### config.mk
export PLATFORM = sky130hd
export DESIGN_NAME = lockstep_req_aligner
export DESIGN_NICKNAME = d
export VERILOG_FILES = /design/src/rtl/lockstep_req_aligner.sv
export SDC_FILE = /design/constraint.sdc
export NUM_CORES = 1
export LEC_CHECK = 0
export CAP_MARGIN = 20
export CORE_AREA = 2 2 240 242
export CTS_CLUSTER_DIAMETER = 150
export DETAILED_ROUTE_END_ITERATION = 7
export DIE_AREA = 0 0 242 244
export PLACE_DENSITY_LB_ADDON = 0.1
export SETUP_SLACK_MARGIN = 0.5
export SYNTH_ARGS = -nofsm -noshare
export SYNTH_HDL_FRONTEND = slang
export SYNTH_SLANG_ARGS = --single-unit
### constraint.sdc
create_clock -name clk_i -period 10.5 [get_ports clk_i]
set_clock_uncertainty 0.1 [all_clocks]
set_input_delay 3.15 -clock clk_i [delete_from_list [all_inputs] [get_ports clk_i]]
set_output_delay 3.15 -clock clk_i [all_outputs]
set_load 0.1 [all_outputs]
### src/rtl/lockstep_req_aligner.sv
// Lockstep request aligner: holds back a lockstep group's TCDM requests
// until every member core has issued one. It then compares the members
// against a reference core and forwards the group as one broadcast access.
// Divergence and arrival skew beyond TIMEOUT are reported as fault events.

// Per-core divergence check against the reference core's request fields.
module lockstep_lane_cmp #(
    parameter int ADDR_WIDTH = 32,
    parameter int DATA_WIDTH = 32,
    parameter int BE_WIDTH   = 4
) (
    input  logic                  in_grp,
    input  logic [ADDR_WIDTH-1:0] add,
    input  logic                  wen,
    input  logic [BE_WIDTH-1:0]   be,
    input  logic [DATA_WIDTH-1:0] wdata,
    input  logic [ADDR_WIDTH-1:0] ref_add,
    input  logic                  ref_wen,
    input  logic [BE_WIDTH-1:0]   ref_be,
    input  logic [DATA_WIDTH-1:0] ref_wdata,
    output logic                  diverge
);
    // Write data only matters when the reference is writing (wen active low).
    assign diverge = in_grp & ((add != ref_add) | (wen != ref_wen) | (be != ref_be) |
                               (~ref_wen & (wdata != ref_wdata)));
endmodule

module lockstep_req_aligner #(
    parameter int NB_CORES   = 8,
    parameter int ADDR_WIDTH = 32,
    parameter int DATA_WIDTH = 32,
    parameter int BE_WIDTH   = 4,
    parameter int TIMEOUT    = 16,
    parameter int CNT_WIDTH  = 16
) (
    input  logic                           clk_i,
    input  logic                           rst_ni,
    input  logic                           lockstep_mode_i,
    input  logic [NB_CORES-1:0]            core_mask_i,
    input  logic [NB_CORES-1:0]            req_i,
    input  logic [NB_CORES*ADDR_WIDTH-1:0] add_i,
    input  logic [NB_CORES-1:0]            wen_i,
    input  logic [NB_CORES*BE_WIDTH-1:0]   be_i,
    input  logic [NB_CORES*DATA_WIDTH-1:0] wdata_i,
    input  logic [NB_CORES-1:0]            gnt_i,
    output logic [NB_CORES-1:0]            req_o,
    output logic                           same_address_o,
    output logic                           mismatch_o,
    output logic [NB_CORES-1:0]            diverged_o,
    output logic                           timeout_o,
    input  logic                           err_clear_i,
    output logic                           err_sticky_o,
    output logic [CNT_WIDTH-1:0]           fault_cnt_o
);
    localparam int TW = (TIMEOUT > 2) ? $clog2(TIMEOUT) : 1;
    localparam int IW = (NB_CORES > 1) ? $clog2(NB_CORES) : 1;

    typedef enum logic [1:0] {IDLE, COLLECT, HOLD} state_e;

    state_e                state_q, state_d;
    logic [TW-1:0]         timer_q, timer_d;
    logic                  mis_q, mis_d;

    logic [NB_CORES-1:0][ADDR_WIDTH-1:0] add_v;
    logic [NB_CORES-1:0][BE_WIDTH-1:0]   be_v;
    logic [NB_CORES-1:0][DATA_WIDTH-1:0] wdata_v;

    logic [NB_CORES-1:0] grp, arrived, div, grp_req;
    logic                active, all_arr, any_arr, any_div;
    logic                mismatch, timeout;
    logic [IW-1:0]       ref_idx;

    assign add_v   = add_i;
    assign be_v    = be_i;
    assign wdata_v = wdata_i;

    assign grp     = core_mask_i;
    assign arrived = req_i & grp;
    assign all_arr = (arrived == grp);
    assign any_arr = |arrived;
    // A group needs at least two members; clearing the lowest bit tests that.
    assign active  = lockstep_mode_i & ((grp & (grp - NB_CORES'(1))) != '0);

    // Reference core is the lowest-indexed group member.
    always_comb begin
        ref_idx = '0;
        for (int k = NB_CORES - 1; k >= 0; k--)
            if (grp[k]) ref_idx = IW'(k);
    end

    for (genvar k = 0; k < NB_CORES; k++) begin : g_lane
        lockstep_lane_cmp #(
            .ADDR_WIDTH(ADDR_WIDTH),
            .DATA_WIDTH(DATA_WIDTH),
            .BE_WIDTH  (BE_WIDTH)
        ) u_cmp (
            .in_grp   (grp[k]),
            .add      (add_v[k]),
            .wen      (wen_i[k]),
            .be       (be_v[k]),
            .wdata    (wdata_v[k]),
            .ref_add  (add_v[ref_idx]),
            .ref_wen  (wen_i[ref_idx]),
            .ref_be   (be_v[ref_idx]),
            .ref_wdata(wdata_v[ref_idx]),
            .diverge  (div[k])
        );
    end

    assign any_div = |div;

    // FSM state, collect timer and registered compare result.
    always_ff @(posedge clk_i) begin
        if (!rst_ni) begin
            state_q <= IDLE;
            timer_q <= '0;
            mis_q   <= 1'b0;
        end else begin
            state_q <= state_d;
            timer_q <= timer_d;
            mis_q   <= mis_d;
        end
    end

    // Next state, compare/timeout pulses and the group request release.
    always_comb begin
        state_d  = state_q;
        timer_d  = timer_q;
        mis_d    = mis_q;
        mismatch = 1'b0;
        timeout  = 1'b0;
        grp_req  = '0;
        if (!active) begin
            state_d = IDLE;
        end else begin
            unique case (state_q)
                IDLE: begin
                    if (all_arr) begin
                        mismatch = any_div;
                        mis_d    = any_div;
                        state_d  = HOLD;
                    end else if (any_arr) begin
                        timer_d = '0;
                        state_d = COLLECT;
                    end
                end
                COLLECT: begin
                    timer_d = timer_q + TW'(1);
                    if (all_arr) begin
                        mismatch = any_div;
                        mis_d    = any_div;
                        state_d  = HOLD;
                    end else if (timer_q == TW'(TIMEOUT - 1)) begin
                        // Release what arrived as independent accesses.
                        timeout = 1'b1;
                        mis_d   = 1'b1;
                        state_d = HOLD;
                    end else if (!any_arr) begin
                        state_d = IDLE;
                    end
                end
                HOLD: begin
                    grp_req = arrived;
                    if ((arrived & ~gnt_i) == '0) state_d = IDLE;
                end
                default: state_d = IDLE;
            endcase
        end
    end

    // Non-group cores always bypass; group cores only see requests in HOLD.
    always_comb begin
        if (!active) begin
            req_o          = req_i;
            same_address_o = 1'b0;
        end else begin
            req_o          = (req_i & ~grp) | grp_req;
            same_address_o = (state_q == HOLD) & ~mis_q;
        end
    end

    assign mismatch_o = mismatch & rst_ni;
    assign timeout_o  = timeout & rst_ni;
    assign diverged_o = mismatch_o ? div : '0;

    // Sticky error flag and saturating fault counter; clear beats an event.
    always_ff @(posedge clk_i) begin
        if (!rst_ni) begin
            err_sticky_o <= 1'b0;
            fault_cnt_o  <= '0;
        end else if (err_clear_i) begin
            err_sticky_o <= 1'b0;
            fault_cnt_o  <= '0;
        end else if (mismatch_o | timeout_o) begin
            err_sticky_o <= 1'b1;
            if (fault_cnt_o != '1) fault_cnt_o <= fault_cnt_o + CNT_WIDTH'(1);
        end
    end
endmodule

==> summary.md <==
| Metric | Value |
|---|---|
| Status | `complete, no violations` |
| Synth top cells by count | `xnor2_1, xor2_1, nand3_1` |
| Syn-to-layout area delta | `119%` |
| Hpwl dp | `91,500 um` |
| Final nets | `about 3.6k` |
| Clock Root Buffer | `clkbuf_16` |
| First-pass GRT wire length | `158,000 um` |
| CP arrival | `7.16 ns` |
| Via density | `5.65` |
| Post-Synth Simple-Gate Area | `about a quarter` |
| CP max FO | `6` |
| Synthesized-area fraction occupied by adder cells | `0.270%` |
| RSZ-0062 raised after global routing | `yes` |
| Least-Margin Pin Slew | `0.976 ns` |
| Min-Delay Path Class | `reg -> reg` |
| Largest net degree at the start of global routing | `35` |
| Ys Warns | `0` |
| Die width | `242 um` |
| Synth cell types | `96` |
| Routed vias | `between 20k and 25k` |
| Tcrit/Tclk final | `99.2%` |
| Most frequent cell after synthesis | `xnor2_1` |
| Total grt overflow | `0` |
| Max Cap Viol | `0` |
| Initial drt markers | `1,916` |
| Final Non-Filler Cells | `3,788` |
| Startpoint types | `input pin` |
| EDFF count, synth | `0` |
| Post-Syn Nets | `2,473` |
| Largest family of logic cells by synthesized area | `compound AO/OA/AOI/OAI gates` |
| Largest cells by area after synthesis | `xnor2_1, xor2_1, nand3_1` |
| Mapped Avg Cell Area | `6.86 um^2` |
| Sequential element share of the synthesized area | `around 3.7%` |
| Maximum root-to-sink buffer count | `2` |
| Pwr dens | `67.7 nW/um^2` |
| WHS | `0.377 ns` |
| Worst skew pair latency | `0.25 ns` |
| Cts hold-fix bufs | `0` |
| CTS tree | `built` |
| Total Wirelength | `113,000 um` |
| Inserted Clock Buffers | `3` |
| Crit. End Element | `output port` |
| Share of cells above drive strength 1 | `between 30% and 40%` |
| Setup CP Type | `in -> out` |
| Commonest register cell after synthesis | `dfxtp_1` |
| Initial Utilization | `23.1%` |
| Max-slew headroom | `between 30% and 40%` |
| Final setup vio count | `0` |
| Fmax | `96.0 MHz` |
| Port Buffers | `614` |
| Top cell type's share of synthesized area | `20.5%` |
| Ys async rst share | `0%` |
| Xor/xnor share of the synthesized area | `29.1%` |
| FP Rows | `87` |
| Fillcell total | `5,504` |
| LEAKAGE | `10.8 nW` |
| Inst Count DP | `3,574` |
| Maximum vdd drop | `0.0000484 V` |
| Flops & latches, synth | `24` |
| CORE AREA | `56,200 um^2` |
| Proportion of synthesized area in mux cells | `0.868%` |
| GRT Util Overall | `36.2%` |
| Residual DRC | `0` |
| IO Count | `616` |
| Clock Pin Slew Worst Setup and Hold Paths | `0.06 ns` |
| DRT Pass-1 Iters | `6` |
| CTS H-tree lvls | `1` |
| Slew Limit Fails | `0` |
| DRT antenna net count | `0` |
| Total clock sinks | `24` |
| Endpoints failing hold | `0` |
| Initial antenna violation count | `17` |
| Yosys top cell by area | `xnor2_1` |
| DR WL/cell | `29.8 um` |
| WP data required | `7.25 ns` |
| Vias in the first global route | `21.5k` |
| Synth Area in Compound Gates | `32.7%` |
| Post-synthesis cell area | `13,000 um^2` |
| Die Area | `approximately 60,000 um^2` |
| GPL Wtd Cong | `slightly above 1` |
| Utilization after layout | `50.6%` |
| Synth Instances | `1,891` |
| Fin crit period | `approximately 10 ns` |
| Die Y | `244 um` |
| Setup_tns | `0 ns` |
[logic make-up after synthesis]
kind of cell | count (synthesis)
other | 1
muxes | 11
DFF | 24
xor gates and xnor gates | 431
and+or+nand+nor | 631
buffers and inverters | 198
AOI/OAI and AO/OA | 592
adders and majority gates | 3
[placed cells by master (no fill, tap or decap), types with 14 or more instances in the layout]
| cell type | count |
|---|---|
| nand4_1 | 46 |
| clkdlybuf4s50_1 | 588 |
| buf_6 | 79 |
| buf_4 | 512 |
| o22ai_1 | 44 |
| a211oi_2 | 25 |
| o21ai_0 | 100 |
| o21ai_1 | 19 |
| nand2_1 | 89 |
| nand3_1 | 111 |
| xor2_1 | 119 |
| a31oi_1 | 46 |
| and3_1 | 60 |
| xnor2_1 | 274 |
| nor4_1 | 28 |
| buf_12 | 80 |
| nor4_4 | 14 |
| dfxtp_1 | 24 |
| a21oi_1 | 64 |
| o21ai_2 | 14 |
| nor2_1 | 107 |
| o221ai_1 | 28 |
| o221ai_2 | 18 |
| o32a_1 | 27 |
| inv_1 | 31 |
| nor4_2 | 33 |
| nor3_1 | 23 |
| a211oi_1 | 40 |
| a31oi_4 | 18 |
| xnor2_2 | 22 |
[report_power, final]
part | leakage, nW | internal [W] | switching [W]
logic | 10.5 | 0.000866 | 0.000874
registers | 0.194 | 0.0000918 | 0.00000115
clock network | 0.0442 | 0.0000582 | 0.0000316
total | 10.8 | 0.00102 | 0.000906
[registers in the layout, indices dropped and copies added, names as in the netlist]
| signal | cells |
|---|---|
| err_sticky_o | 1 |
| fault_cnt_o | 16 |
| mis_q | 1 |
| state_q | 2 |
| timer_q | 4 |
[final timing paths]
| kind | from | to | slack, ns | cells after the start |
|---|---|---|---|---|
| worst min register to register | timer_q[1] | timer_q[1] | 0.38 | 2 |
| worst min-delay path | timer_q[1] | timer_q[1] | 0.38 | 2 |
| worst max register to register | timer_q[0] | fault_cnt_o[9] | 7.85 | 7 |
| worst max-delay path | core_mask_i[2] | mismatch_o | 0.09 | 19 |
[what timing repair did]
item,CTS,global route
buffers inserted,153,32
setup endpoints to repair,8,8
cloned,18,0
resized for setup,385,132
pin swaps,150,80
[cell type report]
cell class | count | area, um^2 | share of cell area [%]
diodes | 7 | 17.5 | 0.0616
flip-flops and latches | 24 | 480 | 1.69
repair buffers | 1295 | 13000 | 45.9
inverters | 33 | 129 | 0.453
clock buffers | 4 | 88.8 | 0.313
multi-input cells | 1669 | 13700 | 48.2
well taps | 756 | 946 | 3.33
[layer usage]
layer | vias to the layer above | track usage (%) | part of all wire [%]
met5 | - | 0 | 0.078
met4 | 14 | 11.7 | 4.2
met3 | 264 | 7.20 | 9.3
met2 | 1252 | 59.6 | 45
met1 | 10400 | 47.2 | 41
li1 | 9455 | - | -
[critical path: stages]
cell	delay [ns]
buf_8	0.11
buf_12	0.13
or4_4	0.57
nor2_4	0.15
buf_12	0.14
buf_8	0.13
o21ai_1	0.12
a311oi_4	0.36
a21oi_4	0.10
buf_4	0.18
xnor2_1	0.21
nor4_2	0.40
nand3_4	0.18
nor3_4	0.27
buf_4	0.16
a31o_1	0.21
nor3b_4	0.29
a21oi_4	0.12
buf_12	0.18
[through the flow]
stage	power [W]	setup WS, ns	area (um^2)
2_1_floorplan	0.000697	0.217	13000
5_1_grt	0.00199	-0.0193	28400
3_3_place_gp	0.00150	-1.10	23600
3_5_place_dp	0.00150	-1.11	23600
6_report	0.00192	0.0886	28400
4_1_cts	0.00181	0.210	27400
(Power assumes the default switching activity.)
